==> src/rtl/rom_arb_pkg.sv <==
// Shared constants and the tag type for the two-port character/pattern ROM arbiter.
package rom_arb_pkg;

  localparam int ADDR_W_DEF = 11;
  localparam int DATA_W_DEF = 8;

  localparam int ROM_LAT  = 1;
  localparam int PIPE_LAT = 2;

  localparam logic PORT_VGA = 1'b0;
  localparam logic PORT_AUX = 1'b1;

  typedef struct packed {
    logic valid;
    logic port;
  } tag_t;

  localparam tag_t TAG_IDLE = '{valid: 1'b0, port: 1'b0};

endpackage

==> src/rtl/rom_arbiter_if.sv <==
// Requester and ROM bus of the ROM arbiter; the arbiter takes the slave modport,
// the requesters plus the ROM take the master modport.
interface rom_arbiter_if #(
  parameter int ADDR_W = 11,
  parameter int DATA_W = 8
);

  logic              req0;
  logic [ADDR_W-1:0] addr0;
  logic              gnt0;
  logic              rvalid0;
  logic [DATA_W-1:0] rdata0;

  logic              req1;
  logic [ADDR_W-1:0] addr1;
  logic              gnt1;
  logic              rvalid1;
  logic [DATA_W-1:0] rdata1;

  logic [ADDR_W-1:0] rom_addr;
  logic [DATA_W-1:0] rom_data;

  modport master (
    output req0, addr0, req1, addr1, rom_data,
    input  gnt0, rvalid0, rdata0, gnt1, rvalid1, rdata1, rom_addr
  );

  modport slave (
    input  req0, addr0, req1, addr1, rom_data,
    output gnt0, rvalid0, rdata0, gnt1, rvalid1, rdata1, rom_addr
  );

endinterface

==> src/rtl/rom_arb_pick.sv <==
// Request selector for the ROM arbiter: fixed priority (port 0 wins) by default,
// round-robin with a last-served pointer when ROM_ARB_RR_EN is defined.
module rom_arb_pick
  import rom_arb_pkg::*;
(
`ifdef ROM_ARB_RR_EN
  input  logic clk,
`endif
  input  logic rst,
  input  logic req0,
  input  logic req1,
  output logic gnt0,
  output logic gnt1
);

`ifdef ROM_ARB_RR_EN
  logic last_q;
  logic last_d;

  always_comb begin
    gnt0 = 1'b0;
    gnt1 = 1'b0;
    if (!rst) begin
      if (req0 && req1) begin
        // Contention goes to whichever port was not served last.
        if (last_q == PORT_AUX) begin
          gnt0 = 1'b1;
        end else begin
          gnt1 = 1'b1;
        end
      end else begin
        gnt0 = req0;
        gnt1 = req1;
      end
    end
  end

  always_comb begin
    last_d = last_q;
    if (gnt0) begin
      last_d = PORT_VGA;
    end else if (gnt1) begin
      last_d = PORT_AUX;
    end
  end

  always_ff @(posedge clk) begin
    if (rst) begin
      last_q <= PORT_AUX;
    end else begin
      last_q <= last_d;
    end
  end
`else
  always_comb begin
    gnt0 = 1'b0;
    gnt1 = 1'b0;
    if (!rst) begin
      gnt0 = req0;
      gnt1 = req1 && !req0;
    end
  end
`endif

endmodule

==> src/rtl/rom_arbiter.sv <==
// Two-port read arbiter in front of a single-port registered ROM; fixed 2-cycle
// grant-to-data latency. Define ROM_ARB_RR_EN for round-robin arbitration.
module rom_arbiter
  import rom_arb_pkg::*;
#(
  parameter int ADDR_W = ADDR_W_DEF,
  parameter int DATA_W = DATA_W_DEF
) (
  input  logic          clk,
  input  logic          rst,
  rom_arbiter_if.slave  bus
);

  logic              gnt0;
  logic              gnt1;

  logic [ADDR_W-1:0] rom_addr_q;
  logic [ADDR_W-1:0] rom_addr_d;
  tag_t              tag_p1_q;
  tag_t              tag_p1_d;
  tag_t              tag_p2_q;
  tag_t              tag_p2_d;
  logic [DATA_W-1:0] rdata_p2;

  rom_arb_pick u_pick (
`ifdef ROM_ARB_RR_EN
    .clk  (clk),
`endif
    .rst  (rst),
    .req0 (bus.req0),
    .req1 (bus.req1),
    .gnt0 (gnt0),
    .gnt1 (gnt1)
  );

  // Stage p0 -> p1: granted address goes to the ROM, tag records the owner.
  always_comb begin
    rom_addr_d = rom_addr_q;
    tag_p1_d   = TAG_IDLE;
    if (gnt0) begin
      rom_addr_d = bus.addr0;
      tag_p1_d   = '{valid: 1'b1, port: PORT_VGA};
    end else if (gnt1) begin
      rom_addr_d = bus.addr1;
      tag_p1_d   = '{valid: 1'b1, port: PORT_AUX};
    end
  end

  // Stage p1 -> p2: tag follows the ROM's internal data register.
  always_comb begin
    tag_p2_d = tag_p1_q;
  end

  always_ff @(posedge clk) begin
    if (rst) begin
      rom_addr_q <= '0;
      tag_p1_q   <= TAG_IDLE;
      tag_p2_q   <= TAG_IDLE;
    end else begin
      rom_addr_q <= rom_addr_d;
      tag_p1_q   <= tag_p1_d;
      tag_p2_q   <= tag_p2_d;
    end
  end

  // Stage p2: ROM data is valid, steer the strobe to the tagged port.
  assign rdata_p2    = bus.rom_data;

  assign bus.gnt0    = gnt0;
  assign bus.gnt1    = gnt1;
  assign bus.rom_addr = rom_addr_q;

  assign bus.rvalid0 = tag_p2_q.valid && (tag_p2_q.port == PORT_VGA);
  assign bus.rvalid1 = tag_p2_q.valid && (tag_p2_q.port == PORT_AUX);
  assign bus.rdata0  = rdata_p2;
  assign bus.rdata1  = rdata_p2;

endmodule
==> src/flat_wrapper.sv <==
// flat-port wrapper written by rule: the top's interface ports become plain ports
module rom_arbiter_flat import rom_arb_pkg::*;
#(
  parameter int ADDR_W = ADDR_W_DEF,
  parameter int DATA_W = DATA_W_DEF
)
  (clk, rst, bus_req0, bus_addr0, bus_req1, bus_addr1, bus_rom_data, bus_gnt0, bus_rvalid0, bus_rdata0, bus_gnt1, bus_rvalid1, bus_rdata1, bus_rom_addr);
  rom_arbiter_if #(.ADDR_W(ADDR_W), .DATA_W(DATA_W)) bus_i ();
  input  logic clk;
  input  logic rst;
  input wire logic [$bits(bus_i.req0)-1:0] bus_req0;
  input wire logic [$bits(bus_i.addr0)-1:0] bus_addr0;
  input wire logic [$bits(bus_i.req1)-1:0] bus_req1;
  input wire logic [$bits(bus_i.addr1)-1:0] bus_addr1;
  input wire logic [$bits(bus_i.rom_data)-1:0] bus_rom_data;
  output wire logic [$bits(bus_i.gnt0)-1:0] bus_gnt0;
  output wire logic [$bits(bus_i.rvalid0)-1:0] bus_rvalid0;
  output wire logic [$bits(bus_i.rdata0)-1:0] bus_rdata0;
  output wire logic [$bits(bus_i.gnt1)-1:0] bus_gnt1;
  output wire logic [$bits(bus_i.rvalid1)-1:0] bus_rvalid1;
  output wire logic [$bits(bus_i.rdata1)-1:0] bus_rdata1;
  output wire logic [$bits(bus_i.rom_addr)-1:0] bus_rom_addr;
  assign bus_i.req0 = bus_req0;
  assign bus_i.addr0 = bus_addr0;
  assign bus_i.req1 = bus_req1;
  assign bus_i.addr1 = bus_addr1;
  assign bus_i.rom_data = bus_rom_data;
  assign bus_gnt0 = bus_i.gnt0;
  assign bus_rvalid0 = bus_i.rvalid0;
  assign bus_rdata0 = bus_i.rdata0;
  assign bus_gnt1 = bus_i.gnt1;
  assign bus_rvalid1 = bus_i.rvalid1;
  assign bus_rdata1 = bus_i.rdata1;
  assign bus_rom_addr = bus_i.rom_addr;
  rom_arbiter #(.ADDR_W(ADDR_W), .DATA_W(DATA_W)) u_core (.clk(clk), .rst(rst), .bus(bus_i));
endmodule
==> config.mk <==
export PLATFORM = sky130hd
export DESIGN_NAME = rom_arbiter_flat
export DESIGN_NICKNAME = d
export VERILOG_FILES = /design/src/rtl/rom_arb_pkg.sv /design/src/rtl/rom_arbiter_if.sv /design/src/rtl/rom_arb_pick.sv /design/src/rtl/rom_arbiter.sv /design/src/flat_wrapper.sv
export SDC_FILE = /design/constraint.sdc
export NUM_CORES = 1
export LEC_CHECK = 0
export CAP_MARGIN = 20
export CORE_MARGIN = 10
export CORE_UTILIZATION = 34
export CTS_CLUSTER_DIAMETER = 120
export DETAILED_ROUTE_END_ITERATION = 8
export PLACE_DENSITY = 0.84
export RECOVER_POWER = 50
export SLEW_MARGIN = 30
export SYNTH_ARGS = -nofsm -noshare
export SYNTH_HDL_FRONTEND = slang
export SYNTH_HIERARCHICAL = 1
export SYNTH_SLANG_ARGS = --single-unit
==> constraint.sdc <==
create_clock -name clk -period 2.4 [get_ports clk]
set_input_delay 0.48 -clock clk [delete_from_list [all_inputs] [get_ports clk]]
set_output_delay 0.48 -clock clk [all_outputs]
set_load 0.03 [all_outputs]
==> flow_summary.yaml, run 1 <==
power_and_ir_drop:
  power_density_mw_per_mm2: 514
  total_power_uw: 563
  power_leakage_nw: 0.392
  peak_supply_drop_v: 0.000258
routing:
  detail_route.iter0.violations: 17
  antenna_left: 0
  detail_route.wl_per_cell_um: 15.0
  drt-total-wl_mm: 2.00
  detail_route.drc_violations: 0
  vias: 606
  drt_pre_antenna_iters: 3
  drt-vias-per-instance: 4.56
timing:
  fin_crit_sh_pct: 84.8
  setup_viol_count_final: 0
  achievable-frequency_mhz: 492
  timing.final.max_slew_violations: 0
  slew_headroom_pct: 57.8
  tightest_slew_ns: 0.634
  hold_violations: 0
  final.setup.tns_ns: 0
  worst_clock_skew_ns: 0.000508
  period_minus_slack_ns: 2.03
  unrepaired_setup_endpoints_after_global_routing: "false"
yosys:
  post-synth-top-area-cell: "sky130_fd_sc_hd__dfxtp_1"
  postSynthNetCount: 113
  synth_cell_types: 13
  synth.yosys.warnings: 6
  synth_top_area_share_pct: 38.2
  ys_seq_elements: 15
  synthesis.area_um2: 787
  synth_seq_area_share_pct: 38.2
  syn_avg_cell_area_um2: 9.96
  syn_inst: 79
  synthTopCellsByArea: "sky130_fd_sc_hd__dfxtp_1 (38%), sky130_fd_sc_hd__buf_4 (15%), sky130_fd_sc_hd__mux2i_1 (14%), sky130_fd_sc_hd__nor2b_1 (12%), sky130_fd_sc_hd__a211oi_1 (10%)"
critical_path:
  startpoint_type: "primary input"
  required_ns: 1.92
  path_max_fanout: 3
  crit_path_end_kind: "output pin"
  worst_path_largest_cell_delay_ns: 0.57
  cp_cell_sequence: "dlygate4sd3_1 -> nor3b_1 -> buf_4"
  worst_setup_path_type: "primary input to output pin"
  timing.critical_path.max_delay_family: "buffers and inverters"
  timing.critical_path.buf_inv: 2
  reg2reg_slack_ns: 1.66
  critical-path-slowest-cell: "sky130_fd_sc_hd__dlygate4sd3_1"
  critical_path_arrival_ns: 1.55
die:
  coreArea_mm2: 0.00221
  io-pin-count: 65
  dieWidth_um: 68.1
  placementRows: 17
  floorplan.die_area_mm2: 0.00464
  floorplan.initialDensity_pct: 35.6
  die_h_um: 68.1
global_routing:
  grt-ovfl-total: 0
  antenna_found_initial: 0
  global_route.usage.total_pct: 8.31
  grt_max_degree: 16
  first_global_vias: 670
  global_route_wire_length_before_repair_mm: 3.04
finish:
  nFillCells: 218
  insertedDiodeCount: 0
  drive_above_1_share_pct: 7.62
  finalNetCount: 140
  synthesis_to_finish_area_growth_pct: 39.3
cts:
  clock_sink_count: 15
  cts.repair_timing.setup_buffer_count: 0
  cts.root.buffer_cell: "sky130_fd_sc_hd__clkbuf_4"
  postCtsResizedCells: 0
  ctsLongestPathBuffers: 2
  cts_buffers: 3
  worst_setup_hold_path_clk_slew_ns: 0.08
  clk_latency_ns: 0.27
  cts_tree: "done"
  cts_hold_buffers: 0
  htree_levels: 1
flow_run:
  drv.max_cap_violation_count: 0
placement:
  port_buffers: 40
  hpwl_mm: 1.67
  finalWeightedCongestion: 0.747
run_status:
  run_status: "completed"
hold_path:
  timing.hold.worst.class: "flop to flop"
## cells by family after synthesis
group | synth area share, %
DFF | 38.2
muxes | 14.0
buffers and inverters | 21.1
and+or+nand+nor | 16.2
AOI/OAI and AO/OA | 10.5
## cell type report
class                           count  area (um^2)  area share [%]
Timing Repair Buffer               43          414            37.8
Sequential cell                    15          300            27.4
Tap cell                           28         35.0            3.20
Clock inverter                      1         5.00           0.457
Multi-Input combinational cell     42          315            28.8
Clock buffer                        3         22.5            2.05
Inverter                            1         3.75           0.342
## metrics by stage
| stage | instances | utilization (%) | hold WS, ns | setup WS [ns] | cell area, um^2 |
|---|---|---|---|---|---|
| global route | 133 | 49.5 | 0.485 | 0.297 | 1100 |
| floorplan | 79 | - | 0.414 | 0.707 | 787 |
| global placement | 129 | 48.7 | 0.419 | 0.552 | 1080 |
| detailed placement | 129 | 48.7 | 0.442 | 0.503 | 1080 |
| CTS | 133 | 49.9 | 0.461 | 0.520 | 1100 |
| finish | 133 | 49.5 | 0.463 | 0.366 | 1100 |
## final timing paths
path	depth (start not counted)	from	endpoint
setup / recovery	3	rst	bus_gnt1
hold / removal	1	u_core/tag_p1_q[0]	u_core/tag_p2_q[0]
setup reg to reg	2	u_core/bus.rom_addr[9]	u_core/bus.rom_addr[9]
hold reg to reg	1	u_core/tag_p1_q[0]	u_core/tag_p2_q[0]
## routing by layer
layer	global-route usage (%)	part of all wire (%)	up-vias	wire, um
li1	-	-	304	-
met1	8.01	35	276	701
met2	15.0	50	24	1000
met3	4.24	15	2	293
met4	2.76	0.10	0	2
met5	0	0	-	0
## synth_stat cells
cell type                  count
sky130_fd_sc_hd__mux2i_1      11
sky130_fd_sc_hd__a211oi_1     11
sky130_fd_sc_hd__buf_12        1
sky130_fd_sc_hd__nor2b_1      15
sky130_fd_sc_hd__nor3b_2       1
sky130_fd_sc_hd__dfxtp_1      15
sky130_fd_sc_hd__buf_4        16
sky130_fd_sc_hd__nor2_1        2
sky130_fd_sc_hd__buf_6         1
sky130_fd_sc_hd__nor3b_1       1
sky130_fd_sc_hd__clkbuf_1      3
sky130_fd_sc_hd__inv_1         1
sky130_fd_sc_hd__and2_1        1
## placed cells by master, fill, tap and decap left out
master,netlist,routed
sky130_fd_sc_hd__a211oi_1,11,11
sky130_fd_sc_hd__nor2b_1,15,15
sky130_fd_sc_hd__nor3b_1,1,2
sky130_fd_sc_hd__inv_1,1,1
sky130_fd_sc_hd__and2_1,1,1
sky130_fd_sc_hd__dlygate4sd3_1,0,1
sky130_fd_sc_hd__buf_4,16,4
sky130_fd_sc_hd__mux2i_1,11,11
sky130_fd_sc_hd__clkinv_2,0,1
sky130_fd_sc_hd__clkbuf_4,0,3
sky130_fd_sc_hd__nor2_1,2,2
sky130_fd_sc_hd__clkbuf_1,3,1
sky130_fd_sc_hd__clkdlybuf4s50_1,0,37
sky130_fd_sc_hd__dfxtp_1,15,15
## worst reg2reg max path, stage by stage (launching register included)
cell and delay (ns):
sky130_fd_sc_hd__dfxtp_1 0.34, sky130_fd_sc_hd__mux2i_1 0.07, sky130_fd_sc_hd__a211oi_1 0.24
## power breakdown
part,switching [mW],total [mW],internal (mW)
Combinational,0.0698,0.153,0.0829
Clock,0.0756,0.137,0.0617
Sequential,0.00784,0.273,0.265
## flip-flops by register name, indices dropped and copies added (netlist names)
register and flops:
u_core/bus.rom_addr 11, u_core/tag_p1_q 2, u_core/tag_p2_q 2
Note: power is estimated with default switching activity, not from simulation.
==> run 2: changes to the inputs <==
--- a/config.mk
+++ b/config.mk
@@ -6,11 +6,12 @@
 export NUM_CORES = 1
 export LEC_CHECK = 0
 export CAP_MARGIN = 20
+export CORE_ASPECT_RATIO = 0.5
 export CORE_MARGIN = 10
-export CORE_UTILIZATION = 34
+export CORE_UTILIZATION = 29
 export CTS_CLUSTER_DIAMETER = 120
 export DETAILED_ROUTE_END_ITERATION = 8
-export PLACE_DENSITY = 0.84
+export PLACE_DENSITY = 0.76
 export RECOVER_POWER = 50
 export SLEW_MARGIN = 30
 export SYNTH_ARGS = -nofsm -noshare
==> constraint.sdc (replaced) <==
create_clock -name clk -period 1.82 [get_ports clk]
set_input_delay 0.364 -clock clk [delete_from_list [all_inputs] [get_ports clk]]
set_output_delay 0.364 -clock clk [all_outputs]
set_load 0.03 [all_outputs]
==> run 2 against run 1 <==
  * Sequential power grew 32%
  * Via count shrank 1.3%
  * Combinational power grew 35%
  * Setup slack lost 0.25 ns
  * Critical path depth shrank 1
  * Cell area grew 4.9%
  * Hold slack lost 0.029 ns
  * Power grew 47%
  * Largest cell class unchanged
  * Highest routed layer is now met3
  * Final cell count grew 7.5%
  * Non-clock buffer count grew 1
==> flow_summary.yaml, run 2 (synthesis gave the netlist of run 1 again) <==
routing:
  detail_route.drc_violations: 0
  antenna_left: 0
  drt_pre_antenna_iters: 4
  detail_route.iter0.violations: 31
  drt-vias-per-instance: 4.18
  detail_route.wl_per_cell_um: 13.8
  vias: 598
  drt-total-wl_mm: 1.97
global_routing:
  global_route.usage.total_pct: 7.21
  antenna_found_initial: 0
  global_route_wire_length_before_repair_mm: 3.15
  grt-ovfl-total: 0
  first_global_vias: 611
  grt_max_degree: 16
die:
  placementRows: 13
  coreArea_mm2: 0.00259
  floorplan.die_area_mm2: 0.00532
  dieWidth_um: 93.7
  die_h_um: 56.8
  io-pin-count: 65
  floorplan.initialDensity_pct: 30.4
critical_path:
  cp_cell_sequence: "nor2b_1 -> clkdlybuf4s50_1"
  worst_path_largest_cell_delay_ns: 0.67
  path_max_fanout: 2
  required_ns: 1.46
  critical_path_arrival_ns: 1.34
  worst_setup_path_type: "flop to output pin"
  crit_path_end_kind: "output pin"
  startpoint_type: "flop"
  critical-path-slowest-cell: "sky130_fd_sc_hd__clkdlybuf4s50_1"
finish:
  nFillCells: 250
  largest_reg_flops: 11
  drive_above_1_share_pct: 8.49
  finalNetCount: 141
  synthesis_to_finish_area_growth_pct: 46.1
  most_frequent_cells_in_the_layout: "sky130_fd_sc_hd__clkdlybuf4s50_1 (38), sky130_fd_sc_hd__nor2b_1 (15), sky130_fd_sc_hd__dfxtp_1 (15)"
  most_common_library_cell_in_the_layout_ignoring_fill_and_taps: "sky130_fd_sc_hd__clkdlybuf4s50_1"
  final_core_util_pct: 44.5
  insertedDiodeCount: 0
cts:
  cts_hold_buffers: 0
  cts_buffers: 3
  htree_levels: 1
  postCtsResizedCells: 0
  clk_latency_ns: 0.24
  ctsLongestPathBuffers: 2
  cts_tree: "done"
  cts.root.buffer_cell: "sky130_fd_sc_hd__clkbuf_8"
  worst_setup_hold_path_clk_slew_ns: 0.06
  cts.repair_timing.setup_buffer_count: 0
  clock_sink_count: 15
power_and_ir_drop:
  power_leakage_nw: 0.407
  power_density_mw_per_mm2: 720
  peak_supply_drop_v: 0.000284
timing:
  fin_crit_sh_pct: 93.8
  hold_violations: 0
  worst_clock_skew_ns: 0.000459
  final.setup.tns_ns: 0
  tightest_slew_ns: 0.682
  unrepaired_setup_endpoints_after_global_routing: "false"
  period_minus_slack_ns: 1.71
  timing.final.max_slew_violations: 0
  setup_viol_count_final: 0
  slew_headroom_pct: 54.5
  whs_ns: 0.434
  achievable-frequency_mhz: 586
flow_run:
  drv.max_cap_violation_count: 0
placement:
  finalWeightedCongestion: 0.702
  hpwl_mm: 1.58
  port_buffers: 40
run_status:
  run_status: "completed"
hold_path:
  timing.hold.worst.class: "flop to flop"
[run 2: area by class of cell]
cell class | instances | area, um^2 | share of cell area, %
Inverter | 1 | 3.75 | 0.326
Multi-Input combinational cell | 42 | 320 | 27.9
Timing Repair Buffer | 44 | 434 | 37.8
Clock buffer | 4 | 45.0 | 3.92
Sequential cell | 15 | 300 | 26.1
Tap cell | 37 | 46.3 | 4.03
[run 2: worst max-delay path: cells and delay by family (launching register included)]
kind | cells | cell delay [ns]
and+or+nand+nor | 1 | 0.12
buffers and inverters | 1 | 0.67
DFF | 1 | 0.31
[run 2: report_power, final]
| part | internal (mW) | switching, mW |
|---|---|---|
| Combinational | 0.114 | 0.0935 |
| Clock | 0.155 | 0.106 |
| Sequential | 0.350 | 0.00977 |
[run 2: metal layers]
| metal | vias to the layer above | GRT usage (%) | share of wire [%] |
|---|---|---|---|
| li1 | 308 | - | - |
| met1 | 281 | 6.91 | 37 |
| met2 | 9 | 14.1 | 60 |
| met3 | 0 | 1.72 | 3.8 |
| met4 | 0 | 3.44 | 0 |
| met5 | - | 0 | 0 |
[run 2: path summary, 6_finish.rpt]
kind | from | to | slack (ns) | cells after the start
setup / recovery | u_core/tag_p2_q[1] | bus_rvalid0 | 0.11 | 2
setup reg to reg | u_core/bus.rom_addr[6] | u_core/bus.rom_addr[6] | 1.06 | 2
hold reg to reg | u_core/tag_p1_q[0] | u_core/tag_p2_q[0] | 0.43 | 1
hold / removal | u_core/tag_p1_q[0] | u_core/tag_p2_q[0] | 0.43 | 1
[run 2: metrics by stage]
stage	worst slack (ns)	power [mW]	area [um^2]	std cells
2_1_floorplan	0.243	0.530	787	79
3_3_place_gp	0.0663	0.574	1110	139
3_5_place_dp	0.0686	0.576	1110	139
4_1_cts	0.0999	0.837	1150	143
5_1_grt	0.0456	0.866	1150	143
6_report	0.114	0.828	1150	143
==> run 3: changes to the inputs <==
--- a/config.mk
+++ b/config.mk
@@ -13,8 +13,8 @@
 export DETAILED_ROUTE_END_ITERATION = 8
 export PLACE_DENSITY = 0.76
 export RECOVER_POWER = 50
+export SKIP_LAST_GASP = 1
 export SLEW_MARGIN = 30
 export SYNTH_ARGS = -nofsm -noshare
 export SYNTH_HDL_FRONTEND = slang
-export SYNTH_HIERARCHICAL = 1
 export SYNTH_SLANG_ARGS = --single-unit
==> run 3 against run 2 <==
  * Critical path depth did not move
  * Die area grew 0.92%
  * Global-route usage grew 0.47 points
  * Sequential share of layout area increased by 0.057 points
  * Synthesized cell count rose by 1.3%
  * Non-clock buffer count is 2 higher
  * Flip-flop and latch count did not move
  * Maximum frequency down 0.18%
  * Via count up 1.7%
  * Critical path type unchanged
  * Largest power group unchanged
==> flow_summary.yaml, run 3 <==
run_status:
  run_status: "completed"
placement:
  finalWeightedCongestion: 0.670
  port_buffers: 40
  hpwl_mm: 1.70
  place.detailed.instances: 141
  area_after_detailed_placement_mm2: 0.00111
timing:
  fin_crit_sh_pct: 93.9
  unrepaired_setup_endpoints_after_global_routing: "false"
  hold_violations: 0
  worst_clock_skew_ns: 0.000299
  achievable-frequency_mhz: 585
  timing.final.max_slew_violations: 0
  period_minus_slack_ns: 1.71
  tightest_slew_ns: 0.413
  slew_headroom_pct: 72.5
  setup_viol_count_final: 0
  final.setup.tns_ns: 0
cts:
  cts_hold_buffers: 0
  cts_buffers: 3
  worst_setup_hold_path_clk_slew_ns: 0.05
  ctsLongestPathBuffers: 2
  clock_sink_count: 15
  htree_levels: 1
  clk_latency_ns: 0.24
  cts.root.buffer_cell: "sky130_fd_sc_hd__clkbuf_8"
  postCtsResizedCells: 0
  cts.repair_timing.setup_buffer_count: 0
  cts_tree: "done"
power_and_ir_drop:
  power_leakage_nw: 0.455
  total_power_uw: 836
  peak_supply_drop_v: 0.000325
  power_density_mw_per_mm2: 728
yosys:
  post-synth-top-area-cell: "sky130_fd_sc_hd__dfxtp_1"
  synth_cell_types: 13
  synth-edff-count: 0
  postSynthNetCount: 114
  async_reset_ff_share_pct: 0
  synth_seq_area_share_pct: 37.7
  synth.yosys.warnings: 0
  post_synth_most_frequent_cells: "sky130_fd_sc_hd__buf_4 (16), sky130_fd_sc_hd__dfxtp_1 (15), sky130_fd_sc_hd__nor2b_1 (14), sky130_fd_sc_hd__a211oi_1 (11), sky130_fd_sc_hd__mux2i_1 (11)"
  synthesis.area_um2: 797
  synth_top_area_share_pct: 37.7
  ys_seq_elements: 15
  syn_avg_cell_area_um2: 9.96
  synthTopCellsByArea: "sky130_fd_sc_hd__dfxtp_1 (38%), sky130_fd_sc_hd__buf_4 (15%), sky130_fd_sc_hd__mux2i_1 (14%), sky130_fd_sc_hd__nor2b_1 (11%), sky130_fd_sc_hd__a211oi_1 (10%)"
  synth_most_common_cell: "sky130_fd_sc_hd__buf_4"
  syn_inst: 80
  ys_dominant_reg_cell: "sky130_fd_sc_hd__dfxtp_1"
die:
  coreArea_mm2: 0.00260
  floorplan.initialDensity_pct: 30.6
  placementRows: 13
  floorplan.die_area_mm2: 0.00537
  die_h_um: 57.1
  dieWidth_um: 94.1
  io-pin-count: 65
routing:
  drt_pre_antenna_iters: 3
  detail_route.iter0.violations: 15
  drt-total-wl_mm: 2.04
  vias: 608
  detail_route.wl_per_cell_um: 14.0
  detail_route.drc_violations: 0
  drt-vias-per-instance: 4.19
  antenna_left: 0
critical_path:
  critical-path-slowest-cell: "sky130_fd_sc_hd__clkdlybuf4s50_1"
  timing.critical_path.max_delay_family: "buffers and inverters"
  crit_path_end_kind: "output pin"
  path_max_fanout: 2
  cp_cell_sequence: "nor2b_1 -> clkdlybuf4s50_1"
  timing.critical_path.buf_inv: 1
  worst_setup_path_type: "flop to output pin"
  required_ns: 1.46
  worst_path_largest_cell_delay_ns: 0.67
  critical_path_arrival_ns: 1.35
  startpoint_type: "flop"
finish:
  most_common_library_cell_in_the_layout_ignoring_fill_and_taps: "sky130_fd_sc_hd__clkdlybuf4s50_1"
  post-route-cell-area_mm2: 0.00115
  finalNetCount: 143
  layoutNonFillerInstCount: 145
  synthesis_to_finish_area_growth_pct: 44.0
  largest_reg_flops: 11
  final_core_util_pct: 44.1
  insertedDiodeCount: 0
  drive_above_1_share_pct: 10.2
  most_frequent_cells_in_the_layout: "sky130_fd_sc_hd__clkdlybuf4s50_1 (36), sky130_fd_sc_hd__dfxtp_1 (15), sky130_fd_sc_hd__nor2b_1 (14)"
global_routing:
  global_route_wire_length_before_repair_mm: 3.26
  grt-ovfl-total: 0
  global_route.usage.total_pct: 7.67
  grt_max_degree: 14
  antenna_found_initial: 0
  first_global_vias: 611
flow_run:
  drv.max_cap_violation_count: 0
hold_path:
  timing.hold.worst.class: "flop to flop"
run 3: metal layers:
layer  vias up  wire length, um  global-route usage, %
met5         -                0                      0
met4         0               22                   3.44
met3         2              115                   2.74
met2        12             1180                   14.5
met1       283              720                   7.36
li1        311                -                      -
run 3: cell families after synthesis:
logic type,after synthesis,share of synthesized area (%)
and+or+nand+nor,20,16.3
muxes,11,13.8
buffers and inverters,23,21.8
DFF,15,37.7
AOI/OAI and AO/OA,11,10.4
run 3: worst register-to-register path, stage by stage, from the launching register on:
cell and delay (ns):
sky130_fd_sc_hd__dfxtp_1 0.34, sky130_fd_sc_hd__mux2i_1 0.07, sky130_fd_sc_hd__a211oi_1 0.29
run 3: final cells by class:
cell class	count	area [um^2]
sequential	15	300
inverter	1	3.75
clock buffer	4	45.0
timing repair buffer	46	434
tap	37	46.3
multi-input combinational	42	318
fill	269	1460
run 3: final timing paths:
kind	depth (start not counted)	end	start	slack, ns
worst min-delay path	1	u_core.tag_p2_q[0]	u_core.tag_p1_q[0]	0.44
worst max register to register	2	u_core.bus.rom_addr[9]	u_core.bus.rom_addr[9]	1.02
worst max-delay path	2	bus_rvalid0	u_core.tag_p2_q[1]	0.11
worst min register to register	1	u_core.tag_p2_q[0]	u_core.tag_p1_q[0]	0.44
run 3: through the flow:
stage / setup WS (ns) / hold WS (ns)
2_1_floorplan: 0.368 / 0.414
3_3_place_gp: 0.218 / 0.420
5_1_grt: 0.0367 / 0.464
4_1_cts: 0.0900 / 0.443
6_report: 0.110 / 0.438
3_5_place_dp: 0.202 / 0.430
run 3: report_power, final:
group / internal, mW / switching [mW] / total (mW)
combinational: 0.115 / 0.0974 / 0.213
clock: 0.155 / 0.107 / 0.261
sequential: 0.351 / 0.0100 / 0.361
total: 0.622 / 0.214 / 0.836
